File: src/rtl/wb_queue_pkg.sv
`default_nettype none
// ============================================================================
// Module      : wb_queue_pkg
// Description : Shared types and widths for the writeback queue. A queue entry
//               is one pending register-file write: {destination, data}.
// Revision    : 1.0  initial release
// ============================================================================
package wb_queue_pkg;

    localparam int REG_ADDR_W = 5;
    localparam int XLEN       = 32;

    typedef struct packed {
        logic [REG_ADDR_W-1:0] rd;
        logic [XLEN-1:0]       data;
    } wb_entry_t;

endpackage : wb_queue_pkg
`default_nettype wire

File: src/rtl/wb_fwd_match.sv
`default_nettype none
// ============================================================================
// Module      : wb_fwd_match
// Description : Priority match of one operand read address against the
//               occupied queue entries. Entries are scanned oldest to youngest
//               (head outward) so the youngest match is the one that sticks.
// Ports       : entries  - whole queue storage
//               head     - index of oldest entry
//               count    - number of occupied entries
//               rsrc     - operand register address to look up
//               hit      - some occupied entry targets rsrc
//               data     - data of the youngest such entry (0 if no hit)
// Revision    : 1.0  initial release
// ============================================================================
module wb_fwd_match
    import wb_queue_pkg::*;
#(
    parameter int DEPTH = 4
) (
    input  wb_entry_t [DEPTH-1:0]             entries,
    input  logic [$clog2(DEPTH)-1:0]          head,
    input  logic [$clog2(DEPTH+1)-1:0]        count,
    input  logic [REG_ADDR_W-1:0]             rsrc,
    output logic                              hit,
    output logic [XLEN-1:0]                   data
);

    localparam int PTR_W = $clog2(DEPTH);
    localparam int CNT_W = $clog2(DEPTH+1);

    logic [PTR_W-1:0] w_idx;

    always_comb begin
        hit   = 1'b0;
        data  = '0;
        w_idx = '0;
        // Age k = 0 is the head (oldest); later ages overwrite earlier ones,
        // giving youngest-wins priority without an explicit encoder.
        for (int k = 0; k < DEPTH; k++) begin
            w_idx = head + PTR_W'(k);
            if ((CNT_W'(k) < count) && (entries[w_idx].rd == rsrc)) begin
                hit  = 1'b1;
                data = entries[w_idx].data;
            end
        end
    end

endmodule : wb_fwd_match
`default_nettype wire

File: src/rtl/wb_queue.sv
`default_nettype none
// ============================================================================
// Module      : wb_queue
// Description : In-order writeback queue in front of the register file write
//               port. Accepts an ALU result and an MDU result per cycle (ALU
//               is older), drains one entry per cycle onto Rdst/wdata/writereg.
//               Build option WB_QUEUE_FWD_EN: forward the youngest pending
//               write for Rsrc1/Rsrc2; otherwise the fwd outputs are tied 0.
// Ports       : clk, rst                    - clock, sync active-high reset
//               alu_valid/rd/data, alu_ready - ALU result handshake
//               mdu_valid/rd/data, mdu_ready - MDU result handshake
//               wb_hold                      - freeze draining
//               Rdst, wdata, writereg        - register file write port
//               count                        - occupied entries
//               Rsrc1/2, fwdN_hit, fwdN_data - operand forwarding
// Revision    : 1.0  initial release
// ============================================================================
module wb_queue
    import wb_queue_pkg::*;
#(
    parameter int DEPTH = 4
) (
    input  logic                          clk,
    input  logic                          rst,
    input  logic                          alu_valid,
    input  logic [REG_ADDR_W-1:0]         alu_rd,
    input  logic [XLEN-1:0]               alu_data,
    output logic                          alu_ready,
    input  logic                          mdu_valid,
    input  logic [REG_ADDR_W-1:0]         mdu_rd,
    input  logic [XLEN-1:0]               mdu_data,
    output logic                          mdu_ready,
    input  logic                          wb_hold,
    output logic [REG_ADDR_W-1:0]         Rdst,
    output logic [XLEN-1:0]               wdata,
    output logic                          writereg,
    output logic [$clog2(DEPTH+1)-1:0]    count,
    input  logic [REG_ADDR_W-1:0]         Rsrc1,
    input  logic [REG_ADDR_W-1:0]         Rsrc2,
    output logic                          fwd1_hit,
    output logic                          fwd2_hit,
    output logic [XLEN-1:0]               fwd1_data,
    output logic [XLEN-1:0]               fwd2_data
);

    localparam int PTR_W = $clog2(DEPTH);
    localparam int CNT_W = $clog2(DEPTH+1);

    localparam logic [CNT_W-1:0] c_depth    = CNT_W'(DEPTH);
    localparam logic [CNT_W-1:0] c_depth_m1 = CNT_W'(DEPTH-1);

    wb_entry_t [DEPTH-1:0] r_mem;
    logic [PTR_W-1:0]      r_head;
    logic [PTR_W-1:0]      r_tail;
    logic [CNT_W-1:0]      r_count;

    logic                  w_alu_push;
    logic                  w_mdu_push;
    logic                  w_pop;
    logic                  w_not_empty;
    logic [PTR_W-1:0]      w_mdu_slot;
    wb_entry_t             w_head_entry;

    // ------------------------------------------------------------------
    // Handshake. Readiness ignores a same-cycle pop, and mdu_ready only
    // looks at alu_valid so mdu_valid never reaches an output.
    // ------------------------------------------------------------------
    assign w_not_empty = (r_count != '0);
    assign alu_ready   = !rst && (r_count < c_depth);
    assign mdu_ready   = !rst && (alu_valid ? (r_count < c_depth_m1)
                                            : (r_count < c_depth));
    assign w_alu_push  = alu_valid && alu_ready;
    assign w_mdu_push  = mdu_valid && mdu_ready;

    assign writereg    = !rst && w_not_empty && !wb_hold;
    assign w_pop       = writereg;

    // The MDU entry lands one slot behind the ALU entry when both push.
    assign w_mdu_slot  = r_tail + PTR_W'(w_alu_push);

    assign w_head_entry = r_mem[r_head];
    assign Rdst         = w_not_empty ? w_head_entry.rd   : '0;
    assign wdata        = w_not_empty ? w_head_entry.data : '0;
    assign count        = r_count;

    // Storage is not reset: occupancy alone decides what is meaningful.
    always_ff @(posedge clk) begin
        if (w_alu_push) begin
            r_mem[r_tail].rd   <= alu_rd;
            r_mem[r_tail].data <= alu_data;
        end
        if (w_mdu_push) begin
            r_mem[w_mdu_slot].rd   <= mdu_rd;
            r_mem[w_mdu_slot].data <= mdu_data;
        end
    end

    // DEPTH is a power of two, so pointer overflow is the modulo wrap.
    always_ff @(posedge clk) begin
        if (rst) begin
            r_head  <= '0;
            r_tail  <= '0;
            r_count <= '0;
        end else begin
            r_head  <= r_head + PTR_W'(w_pop);
            r_tail  <= r_tail + PTR_W'(w_alu_push) + PTR_W'(w_mdu_push);
            r_count <= r_count + CNT_W'(w_alu_push) + CNT_W'(w_mdu_push)
                       - CNT_W'(w_pop);
        end
    end

`ifdef WB_QUEUE_FWD_EN
    wb_fwd_match #(
        .DEPTH   (DEPTH)
    ) u_fwd1 (
        .entries (r_mem),
        .head    (r_head),
        .count   (r_count),
        .rsrc    (Rsrc1),
        .hit     (fwd1_hit),
        .data    (fwd1_data)
    );

    wb_fwd_match #(
        .DEPTH   (DEPTH)
    ) u_fwd2 (
        .entries (r_mem),
        .head    (r_head),
        .count   (r_count),
        .rsrc    (Rsrc2),
        .hit     (fwd2_hit),
        .data    (fwd2_data)
    );
`else
    logic w_unused_rsrc;
    assign w_unused_rsrc = ^{Rsrc1, Rsrc2};

    assign fwd1_hit  = 1'b0;
    assign fwd2_hit  = 1'b0;
    assign fwd1_data = '0;
    assign fwd2_data = '0;
`endif

endmodule : wb_queue
`default_nettype wire

File: config.mk
export PLATFORM = sky130hd
export DESIGN_NAME = wb_queue
export DESIGN_NICKNAME = d
export VERILOG_FILES = /design/src/rtl/wb_queue_pkg.sv /design/src/rtl/wb_fwd_match.sv /design/src/rtl/wb_queue.sv
export SDC_FILE = /design/constraint.sdc
export NUM_CORES = 1
export LEC_CHECK = 0
export ABC_AREA = 1
export ABC_CLOCK_PERIOD_IN_PS = 2900
export BUFFER_PORTS_ARGS = -buffer_cell sky130_fd_sc_hd__buf_2
export CAP_MARGIN = 40
export CORE_UTILIZATION = 40
export CTS_CLUSTER_SIZE = 8
export DETAILED_ROUTE_END_ITERATION = 7
export GPL_TIMING_DRIVEN = 0
export HOLD_SLACK_MARGIN = 0.1
export REMOVE_ABC_BUFFERS = 1
export SYNTH_ARGS = -nofsm -noshare
export SYNTH_HDL_FRONTEND = slang
export SYNTH_SLANG_ARGS = --single-unit
File: constraint.sdc
create_clock -name clk -period 2.9 [get_ports clk]
set_clock_uncertainty 0.05 [all_clocks]
set_input_delay 0.58 -clock clk [delete_from_list [all_inputs] [get_ports clk]]
set_output_delay 0.58 -clock clk [all_outputs]
set_load 0.02 [all_outputs]
# --- Word level (Yosys, flattened, before mapping) ---
# Index checks and enable logic that the tools add are counted.
totals:
  elab_cells: 54
  output_inout_bits: 109
  register_bits: 155
  inputBits: 89
op_classes:
  muxes: 19
  reduce_logical: 11
  addsub: 6
  order_cmp: 7
op_table:
  columns: ["cell", "count"]
  rows:
  - ["$bwmux W148", 4]
  - ["$demux W37 S2", 4]
  - ["$mux W148", 2]
  - ["$mux W37", 3]
  - ["$mux W32", 3]
  - ["$bmux W37 S2", 1]
  - ["$lt A2 B3 Y1 const B", 3]
  - ["$logic_and A1 B1 Y1", 8]
  - ["$add A2 B1 Y2", 3]
  - ["$add A3 B1 Y3", 2]
  - ["$mux W5", 1]
  - ["$ge A2 B1 Y1 const B", 2]
  - ["$lt A3 B2 Y1 const B", 1]
  - ["$lt A3 B3 Y1 const B", 1]
  - ["$reduce_bool A3 Y1", 1]
  - ["$sub A3 B1 Y3", 1]
  - ["$logic_not A1 Y1", 2]
  - ["$mux W1", 1]

# --- Depth between registers and ports, before layout ---
depth:
  word_depth: 11
  ltp_mapped: 14
  ltp_nobuf: 11

# --- Least setup slack after synthesis ---
# No wires, ideal clock.
synth_path:
  kind: "reg2reg"
  startpoint: "register r_count[2], in the netlist count[2]"
  endpoint: "register r_count[1], in the netlist count[1]"
  required_ps: 2734
  arrival_ps: 2763
  setup_ps: 116
  stages_incl_launch_ff: 10
  synth_period_minus_slack_ps: 2929
  slack_ps: -29
  path_buffers: 1
  path_cell_list: "dfxtp_1 nor3_1 clkbuf_1 nor3_1 ha_1 fa_1 inv_1 fa_1 inv_1 nor2_1"
synth_via:
  word_cells_on_any_way: 13
  cone_classes: "3 x add/sub; 2 x order compare; 1 x mux; 7 x reduce/logical"
synth_lines:
  columns: ["element", "line", "source"]
  rows:
  - ["start, declared", "wb_queue.sv:55", "logic [CNT_W-1:0] r_count;"]
  - ["start signal, assigned", "wb_queue.sv:107", "r_count <= r_count + CNT_W'(w_alu_push) + CNT_W'(w_mdu_push)"]
  - ["$reduce_bool A3 Y1", "wb_queue.sv:68", "assign w_not_empty = (r_count != '0);"]
  - ["$logic_and A1 B1 Y1 (2 in a row)", "wb_queue.sv:75", "assign writereg = !rst && w_not_empty && !wb_hold;"]
  - ["via writereg", "wb_queue.sv:36", "output logic writereg,"]
  - ["$sub A3 B1 Y3", "wb_queue.sv:108", "- CNT_W'(w_pop);"]
# The timed path passes the listed nets, and every way through them passes these cells.
# A chain may end at the register's enable or synchronous reset.

# --- Worst setup path in the final report ---
layout_path:
  startpoint: "register r_count[2], in the netlist count[2]"
  endpoint: "register r_count[1], in the netlist count[1]"
layout_via:
  elab_chain_cells: 6
  word_cells_on_any_way: 13
  cone_classes: "3 x add/sub; 2 x order compare; 1 x mux; 7 x reduce/logical"
layout_lines:
  columns: ["element", "line"]
  rows:
  - ["$lt A3 B3 Y1 / $lt A3 B2 Y1 (equally long branches)", "wb_queue.sv:69, wb_queue.sv:71, wb_queue.sv:70"]
  - ["$logic_and A1 B1 Y1 / $mux W1 (equally long branches)", "wb_queue.sv:69, wb_queue.sv:70"]
  - ["$logic_and A1 B1 Y1 (on tied branches)", "wb_queue.sv:72, wb_queue.sv:70"]
  - ["$add A3 B1 Y3 / $logic_and A1 B1 Y1 (equally long branches)", "wb_queue.sv:107, wb_queue.sv:73"]
  - ["$add A3 B1 Y3", "wb_queue.sv:107"]
  - ["$sub A3 B1 Y3 (*)", "wb_queue.sv:108"]
# Every way passes the cells marked *; elsewhere a longest branch is shown, timed or not.

==> impl_metrics.tcl <==
set metrics [dict create \
    synth_area_um2 9830 \
    grt_max_degree 73 \
    pin_count 198 \
    start_util 0.406 \
    clock_path_buffers 2 \
    synth_compound_area_frac 0.0565 \
    cts.sinks 155 \
    synthTopCellsByArea "nand2_1 (33%), dfxtp_1 (32%), nand4_1 (7.1%)" \
    nFillCells 2590 \
    die_h_um 159 \
    cp_num_cells 10 \
    drive_gt1_frac 0.128 \
    maxCapViolCount 0 \
    vias_per_cell 5.15 \
    synth_adder_area_share 0.0104 \
    drc 0 \
    synth_simple_gate_area_frac 0.497 \
    crit_buf_inv 4 \
    max_freq_mhz 355 \
    cts_inserted_buffers 17 \
    placed_area_um2 10600 \
    area_delta_synth_final_pct 17.2 \
    finalNetCount 1820 \
    synth_top_area_share 0.330 \
    drtIter0Drc 1019 \
    numPortBuffers 121 \
    cp_slowest_stage_delay_ns 0.41 \
    yosysTopAreaCell "nand2_1" \
    synth.area.mux_share 0 \
    coreArea_um2 24200 \
    tightestPinTransition_ns 0.714 \
    hold_violations 0 \
    worst_path_max_delay_cell "fa_1" \
    crit_type "flop to flop" \
    cts_root_buf "clkbuf_16" \
    design_area_um2 11500 \
    setup_viol 0 \
    outcome "finished, final reports clean" \
    synth.distinct_cells 24 \
    vias 10610 \
    fin_util 0.475 \
    min_path_cells 3 \
    final_cell_mix "nand2_1 (862), nor2_1 (155), dfxtp_1 (150)" \
    firstDrtPassIters 8 \
    wl_per_cell_um 17.1 \
    grt_usage 0.275 \
    dp_hpwl_um 20000 \
    die_x_um 159 \
    synth.yosys.seq_area_share 0.316 \
    path_cells "nor2_8 -> buf_16 -> nand2_4 -> buf_12 -> ha_1 -> fa_1 -> inv_1 -> fa_1 -> inv_1 -> nor2_1" \
    start_kind "flop" \
    placementRows 57 \
    p_per_area_nw_per_um2 1020 \
    htree_num_levels 4 \
    hold_ws_ns 0.341 \
    drv_slew 0 \
    cpLargestDelayFamily "adder cells" \
    synth_top_family_by_area "simple AND/OR/NAND/NOR gates" \
    worstPathMaxFanout 49 \
    relSlewSlack 0.523 \
    gp_congestion 0.748 \
    routed_wl_um 35200 \
    post-route-min-period_ns 2.81 \
    path_clk_slew_ns 0.07 \
    cp-end-kind "flop" \
    r2r_cells 10 \
    holdCritPathClass "input pin to flop" \
    die_area_um2 25200 \
    syn_avg_cell_area_um2 5.90 \
    grt_antenna_before_repair 0 \
    ys_ff_latch 155 \
    syn_inst 1668 \
    period_share 0.970 \
    cts_tree "yes" \
    diodes 0 \
    holdBufCountCts 0 \
    crit_arrival_ns 3.08 \
    clock_latency_ns 0.43 \
    cellLeakagePower_uw 0.00604 \
    critPathRequiredTime_ns 3.17 \
    layout_commonest_cell "nand2_1" \
    yosys_warnings 0 \
    synth-xor-area-share 0.00267 \
    grt_pass1_vias 9798 \
    ir_worst_vdd_mv 0.407 \
    grt_overflow_total 0 \
    ant_nets 0 \
    grt_pass1_wl_um 54500 \
    rsz0062_at_grt "no" \
]
synth_stat cells (all sizes together):
master,count
xnor2,2
nand3,42
ha,5
xor2,1
clkbuf,35
o21ai,74
nor2,167
nand4,111
nor3,2
buf,149
conb,1
nand2,868
dfxtp,155
fa,2
a21oi,37
inv,17
worst min-delay path, stage by stage:
cell and delay [ns]:
buf_2 0.12, nand2_1 0.05, nand2_1 0.05
metrics by stage:
stage / instances / total power [uW] / worst slack, ns / setup TNS (ns)
floorplan: 1549 / 7040 / -1.67 / -257.21
global route: 2061 / 12600 / 0.00777 / 0
detailed placement: 2019 / 8990 / -1.31 / -179.95
CTS: 2058 / 11600 / 0.0259 / 0
global placement: 1994 / 7810 / -5.09 / -935.21
finish: 2061 / 11700 / 0.0857 / 0
layer usage:
layer | global-route usage | routed length [um] | up-vias
met3 | 0.0491 | 2720 | 29
li1 | - | - | 5282
met4 | 0.0834 | 406 | 0
met2 | 0.463 | 16900 | 462
met5 | 0 | 0 | -
met1 | 0.355 | 15200 | 4837
worst paths after layout:
check	from	to	slack [ns]
setup / recovery	count[2]	count[1]	0.09
hold / removal	mdu_data[22]	r_mem[59]	0.34
setup reg to reg	count[2]	count[1]	0.09
hold reg to reg	r_mem[48]	r_mem[48]	0.47
cell type report:
cell class / count / area [um^2] / share of cell area
Timing Repair Buffer: 155 / 1290 / 0.112
Sequential cell: 155 / 3120 / 0.270
Clock inverter: 13 / 216 / 0.0188
Inverter: 17 / 92.6 / 0.00803
Multi-Input combinational cell: 1378 / 5950 / 0.516
Tap cell: 324 / 405 / 0.0352
Clock buffer: 19 / 453 / 0.0393
state kept, by name, indices dropped and copies added (netlist names):
name    count
r_mem     148
count       3
r_head      2
r_tail      2
timing repair:
item                       CTS  global route
gates resized for setup     16            10
pin swaps                    5             0
setup endpoints to repair  187           165
gates cloned                 1             2
setup buffers                6             1
power by group:
part,internal (uW),switching (uW),total (uW)
Combinational,1910,3550,5460
Clock,1580,963,2540
Sequential,3110,601,3710
kinds of logic (layout without fill, tap and decap cells):
logic type | count (synthesis) | in the layout
and+or+nand+nor | 1190 | 1191
AOI/OAI and AO/OA | 111 | 111
adders and majority gates | 7 | 7
DFF | 155 | 155
buffers and inverters | 201 | 204
xor gates and xnor gates | 3 | 3
other | 1 | 66
No activity file was read; power rests on OpenSTA's default activity.
